--- src/rtl/control_multicycle.sv ---
// Multi-cycle RV32I control FSM: fetch/decode/execute/memory/writeback sequencing,
// BEQ/BNE, sticky illegal trap, retired-instruction counter; stalls on mem_ready.
module control_multicycle #(
    parameter int INSTR_WIDTH = 32,
    parameter int CNT_WIDTH   = 32,
    parameter bit MEM_WAIT_EN = 1'b1
) (
    input  logic                   clk,
    input  logic                   rst_n,
    input  logic [INSTR_WIDTH-1:0] instr,
    input  logic                   zero,
    input  logic                   mem_ready,
    output logic                   pc_write,
    output logic                   adr_src,
    output logic                   mem_write,
    output logic                   ir_write,
    output logic [1:0]             result_src,
    output logic [1:0]             alu_src_a,
    output logic [1:0]             alu_src_b,
    output logic [2:0]             alu_control,
    output logic [1:0]             imm_src,
    output logic                   reg_write,
    output logic                   illegal,
    output logic [CNT_WIDTH-1:0]   instret
);

    localparam logic [6:0] OP_LW   = 7'b0000011;
    localparam logic [6:0] OP_SW   = 7'b0100011;
    localparam logic [6:0] OP_R    = 7'b0110011;
    localparam logic [6:0] OP_I    = 7'b0010011;
    localparam logic [6:0] OP_BR   = 7'b1100011;
    localparam logic [6:0] OP_JAL  = 7'b1101111;

    typedef enum logic [3:0] {
        S_FETCH, S_DECODE, S_MEMADR, S_MEMREAD, S_MEMWB, S_MEMWRITE,
        S_EXECR, S_EXECI, S_ALUWB, S_BRANCH, S_JAL, S_TRAP
    } state_t;

    state_t     state, state_nxt;
    logic [6:0] opcode;
    logic [2:0] funct3;
    logic       funct7b5;
    logic       ready;
    logic [1:0] alu_op;
    logic [2:0] fd_alu;
    logic       fd_ok;
    logic       retire;
    logic       pc_write_i, mem_write_i, ir_write_i, reg_write_i;
    logic       unused_instr_bits;

    assign opcode   = instr[6:0];
    assign funct3   = instr[14:12];
    assign funct7b5 = instr[30];
    assign unused_instr_bits = ^{instr[INSTR_WIDTH-1:31], instr[29:15], instr[11:7]};

    // With waiting disabled, every memory access completes in its first cycle.
    assign ready = MEM_WAIT_EN ? mem_ready : 1'b1;

    always_comb begin
        fd_alu = 3'b000;
        fd_ok  = 1'b1;
        case (funct3)
            3'b000:  fd_alu = (opcode[5] && funct7b5) ? 3'b001 : 3'b000;
            3'b010:  fd_alu = 3'b101;
            3'b110:  fd_alu = 3'b011;
            3'b111:  fd_alu = 3'b010;
            default: fd_ok  = 1'b0;
        endcase
    end

    always_comb begin
        case (opcode)
            OP_SW:   imm_src = 2'b01;
            OP_BR:   imm_src = 2'b10;
            OP_JAL:  imm_src = 2'b11;
            default: imm_src = 2'b00;
        endcase
    end

    always_comb begin
        case (alu_op)
            2'b01:   alu_control = 3'b001;
            2'b10:   alu_control = fd_alu;
            default: alu_control = 3'b000;
        endcase
    end

    always_comb begin
        state_nxt   = state;
        pc_write_i  = 1'b0;
        mem_write_i = 1'b0;
        ir_write_i  = 1'b0;
        reg_write_i = 1'b0;
        adr_src     = 1'b0;
        result_src  = 2'b00;
        alu_src_a   = 2'b00;
        alu_src_b   = 2'b00;
        alu_op      = 2'b00;
        retire      = 1'b0;
        case (state)
            S_FETCH: begin
                alu_src_b  = 2'b10;
                result_src = 2'b10;
                ir_write_i = ready;
                pc_write_i = ready;
                if (ready) state_nxt = S_DECODE;
            end
            S_DECODE: begin
                alu_src_a = 2'b01;
                alu_src_b = 2'b01;
                case (opcode)
                    OP_LW, OP_SW: state_nxt = S_MEMADR;
                    OP_R:         state_nxt = fd_ok ? S_EXECR : S_TRAP;
                    OP_I:         state_nxt = fd_ok ? S_EXECI : S_TRAP;
                    OP_BR:        state_nxt = (funct3[2:1] == 2'b00) ? S_BRANCH : S_TRAP;
                    OP_JAL:       state_nxt = S_JAL;
                    default:      state_nxt = S_TRAP;
                endcase
            end
            S_MEMADR: begin
                alu_src_a = 2'b10;
                alu_src_b = 2'b01;
                state_nxt = (opcode == OP_SW) ? S_MEMWRITE : S_MEMREAD;
            end
            S_MEMREAD: begin
                adr_src = 1'b1;
                if (ready) state_nxt = S_MEMWB;
            end
            S_MEMWB: begin
                result_src  = 2'b01;
                reg_write_i = 1'b1;
                retire      = 1'b1;
                state_nxt   = S_FETCH;
            end
            S_MEMWRITE: begin
                adr_src     = 1'b1;
                mem_write_i = 1'b1;
                if (ready) begin
                    retire    = 1'b1;
                    state_nxt = S_FETCH;
                end
            end
            S_EXECR: begin
                alu_src_a = 2'b10;
                alu_op    = 2'b10;
                state_nxt = S_ALUWB;
            end
            S_EXECI: begin
                alu_src_a = 2'b10;
                alu_src_b = 2'b01;
                alu_op    = 2'b10;
                state_nxt = S_ALUWB;
            end
            S_ALUWB: begin
                reg_write_i = 1'b1;
                retire      = 1'b1;
                state_nxt   = S_FETCH;
            end
            S_BRANCH: begin
                alu_src_a  = 2'b10;
                alu_op     = 2'b01;
                // Only BEQ/BNE reach here, so funct3[0] alone picks the sense.
                pc_write_i = funct3[0] ? !zero : zero;
                retire     = 1'b1;
                state_nxt  = S_FETCH;
            end
            S_JAL: begin
                alu_src_a  = 2'b01;
                alu_src_b  = 2'b10;
                pc_write_i = 1'b1;
                state_nxt  = S_ALUWB;
            end
            default: state_nxt = S_TRAP;
        endcase
    end

    assign pc_write  = pc_write_i  & rst_n;
    assign mem_write = mem_write_i & rst_n;
    assign ir_write  = ir_write_i  & rst_n;
    assign reg_write = reg_write_i & rst_n;
    assign illegal   = (state == S_TRAP);

    always_ff @(posedge clk) begin
        if (!rst_n) begin
            state   <= S_FETCH;
            instret <= '0;
        end else begin
            state <= state_nxt;
            if (retire) instret <= instret + CNT_WIDTH'(1);
        end
    end

endmodule
--- config.mk ---
export PLATFORM = sky130hd
export DESIGN_NAME = control_multicycle
export DESIGN_NICKNAME = d
export VERILOG_FILES = /design/src/rtl/control_multicycle.sv
export SDC_FILE = /design/constraint.sdc
export NUM_CORES = 1
export LEC_CHECK = 0
export CAP_MARGIN = 20
export CORE_UTILIZATION = 48
export DETAILED_ROUTE_END_ITERATION = 6
export HOLD_SLACK_MARGIN = 0.03
export PLACE_DENSITY = 0.86
export SLEW_MARGIN = 20
export SYNTH_ARGS = -nofsm -noshare
export SYNTH_HDL_FRONTEND = slang
export SYNTH_SLANG_ARGS = --single-unit
--- constraint.sdc ---
create_clock -name clk -period 6.35 [get_ports clk]
set_clock_uncertainty 0.05 [all_clocks]
set_input_delay 1.905 -clock clk [delete_from_list [all_inputs] [get_ports clk]]
set_output_delay 1.905 -clock clk [all_outputs]
set_load 0.05 [all_outputs]
==> impl_results.md <==
- Outcome: complete, but fails checks
- Violated checks: design-rule violations
- Final critical path time including I/O delays and setup: approximately 5.8 ns
- Routed wire length: about 5.3 mm
- Vias in the first global route: ~2000
- Pin count of the biggest net entering global routing: 32
- Netlist Area Pre-Place: 2260 um2
- Aggregate negative setup slack: 0 ns
- Largest fanout on the critical path: 4
- Static leakage power: 1.16 nW
- Fraction of synthesized cell area taken by the top area cell type: 31.8%
- Floorplan core area: roughly 4400 um2
- Post-Route Hold Slack: approximately 0.43 ns
- Kind of launch point of the worst setup path: input pin
- Count of buffers added by post-CTS timing repair for setup: 0
- Total nets after synthesis: about 330
- Fraction of final layout cells with drive strength greater than 1: 5.25%
- Count of unique library cells instantiated by Yosys: slightly above 40
- Number of clock sinks: 36
- Endpoint type of the worst setup path: output port
- Comb pwr share: 43.5%
- Peak supply drop: slightly below 0.4 mV
- Clock network latency to the later pin of the worst-skew pair: 0.29 ns
- Filler instances: between 300 and 400
- Die footprint: 4990 um2
- Layout area overhead: 31.2%
- Total power divided by cell area: 272 nW/um2
- Required @ worst endpoint: 4.39 ns
- Chip Width: slightly above 70 um
- Global routing usage summed across all routing layers: between 20% and 30%
- Total congestion overflow after global routing: 0
- Type of the worst min-delay path: reg2reg
- DRC violation total after the first TritonRoute iteration: about 110
- Total iterations of the first detailed-routing run: 6
- Final routed wire length divided by cell count: between 10 and 15 um
- PortBufs: 63
- Number of pins with negative max-slew slack in the final report: 0
- Initial Utilization: 50.9%
- #FFs+latches synth: 36
- Sequential power share: between 30% and 40%
- Synth warn: 0
- Row count: 24
- Clock H-tree levels: 2
- Non-filler instance count after layout: a little under 400
- Leading cell type in the layout, fill and taps excluded: clkdlybuf4s50_1
- Cell chosen for the clock root: clkbuf_8
- Footprint of the flip-flops and latches: 721 um2
- Clock slew seen by the registers of the worst setup and hold paths: around 0.070 ns
- Transition at the pin with the smallest max-transition slack: 0.787 ns
- Die boundary height: around 71 um
- Achievable Freq: approximately 170 MHz
- Total area of multi-input combinational cells: 1440 um2
- Via/cell ratio: between 5 and 6
- Worst Path Arrival: 3.83 ns
- Post-placement cell count: approximately 390
- Final Hold Violating Endpoints: 0
- Slew headroom: about 47%
- Share of power burned in the clock network: a little over a fifth
- Number of antenna diodes: 0
- Part of the Yosys area used for sequential elements: a little under a third
- Ports placed on the boundary: 85
- Layout Utilization: between 60% and 70%
- Most used cells in the layout excluding fill and tap cells: 59 x clkdlybuf4s50_1, 36 x dfxtp_1, 32 x nand2_1
- Cells taking the most area after synthesis: dfxtp_1 32%, xor2_1 7.4%, and2_1 6.6%
- Internal power: 0.000452 W
- Max Root-Sink Buffers: 2
- Final antenna-violating net count: 0
- # DRC: 11
- Top cell type by total area after synthesis: dfxtp_1
- Switching Share: 44.1%
- TritonCTS buffer count: 5
- Gpl congestion: between 0.8 and 0.9
- Max-capacitance violation count: 0
- Half-perimeter wire length after detailed placement: about 3.8 mm
- Post-layout net count: ~380
- Area after DPL: roughly 2900 um2
- Critical path class: in2out
- RSZ-0062 raised after global routing: no
- Final clock period utilization by the worst path: between 90% and 100%
- Global-route wire length before repair: approximately 9 mm
- Post-CTS Hold Fix Bufs: 0
- Synthesized instance count: ~290
- Count of vias placed by the detailed router: 2223
- R2R setup slack: slightly below 4 ns
- TritonCTS clock tree: built
- Final instance area: about 3000 um2
- Switching power of the nets: 0.000357 W
- Average size of a mapped cell: between 7 and 8 um2
- Post-cts repair resize count: 0
- Antenna violations before repair: 0
- Total setup violations reported at the end of the flow: 0
synth_stat cells (all sizes together):
cell type  number
o21ba           1
nand2b          7
nor2           15
o21ai          16
clkbuf         12
nor4b           6
or4             1
inv             5
nand2          32
nor4            7
dfxtp          36
a211oi          2
o21a            1
o2bb2ai         2
nand4           9
or3b            1
a21boi         10
xnor2           3
ha              3
and4            6
xor2           19
a311oi          1
mux2i           3
nor3            7
nor3b           5
nand3          13
and3            3
and2           24
buf             6
or4b            1
a31oi           2
a21oi           5
o221ai          2
or3            14
nor2b           7
nand4b          1
path summary, 6_finish.rpt:
| path | start | cells past startpoint | endpoint |
|---|---|---|---|
| worst max-delay path | instr[5] | 5 | imm_src[1] |
| worst min-delay path | instret[31]$_SDFFE_PN0P_ | 2 | instret[31]$_SDFFE_PN0P_ |
| worst max register to register | state[2]$_SDFFE_PN0P_ | 6 | instret[23]$_SDFFE_PN0P_ |
| worst min register to register | instret[31]$_SDFFE_PN0P_ | 2 | instret[31]$_SDFFE_PN0P_ |
metal layers:
metal  vias to the layer above  wire length, um  GRT usage, %
met4                         0               57          8.00
met2                        54             2490          37.1
met5                         -                0             0
met3                         6              228          5.41
li1                       1127                -             -
met1                      1036             2520          28.2
cells by family (layout without fill, tap and decap cells):
family                   Yosys count  after routing  share of synthesized area (%)
buffers and inverters             23             78                           4.64
AO/OA/AOI/OAI                     42             42                           11.9
multiplexers                       3              3                           1.33
flip-flops                        36             36                           31.8
XOR/XNOR                          22             22                           8.51
AND/OR/NAND/NOR                  159            159                           40.1
adder cells (fa/ha/maj)            3              3                           1.66
power groups by stage:
stage	Sequential, W	Clock (W)	Combinational (W)
floorplan	0.000268	0	0.000267
global placement	0.000287	0	0.000346
detailed placement	0.000288	0	0.000349
CTS	0.000283	0.000174	0.000352
global route	0.000289	0.000184	0.000379
finish	0.000285	0.000171	0.000352
metrics by stage:
step / power (W) / setup WS [ns]
after floorplan: 0.000535 / 1.31
after global placement: 0.000633 / 0.587
after detailed placement: 0.000638 / 0.548
after CTS: 0.000810 / 0.539
after global routing: 0.000852 / 0.402
final: 0.000808 / 0.568
cell type report:
class,instances,share of cell area [%]
tap,52,2.19
inverter,5,0.632
clock buffer,6,2.78
sequential,36,24.3
multi-input combinational,229,48.4
timing repair buffer,65,21.4
clock inverter,2,0.337
worst max-delay path, cell delays in order:
cell and delay, ns:
clkdlybuf4s50_1 0.52, nor2b_1 0.29, nand4_1 0.17, nor2_1 0.13, clkdlybuf4s50_1 0.81
registers in the layout, summed over array words and instances, names as in the netlist:
name and flops:
state 4, instret 32
Power figures use the tool's default switching activity.
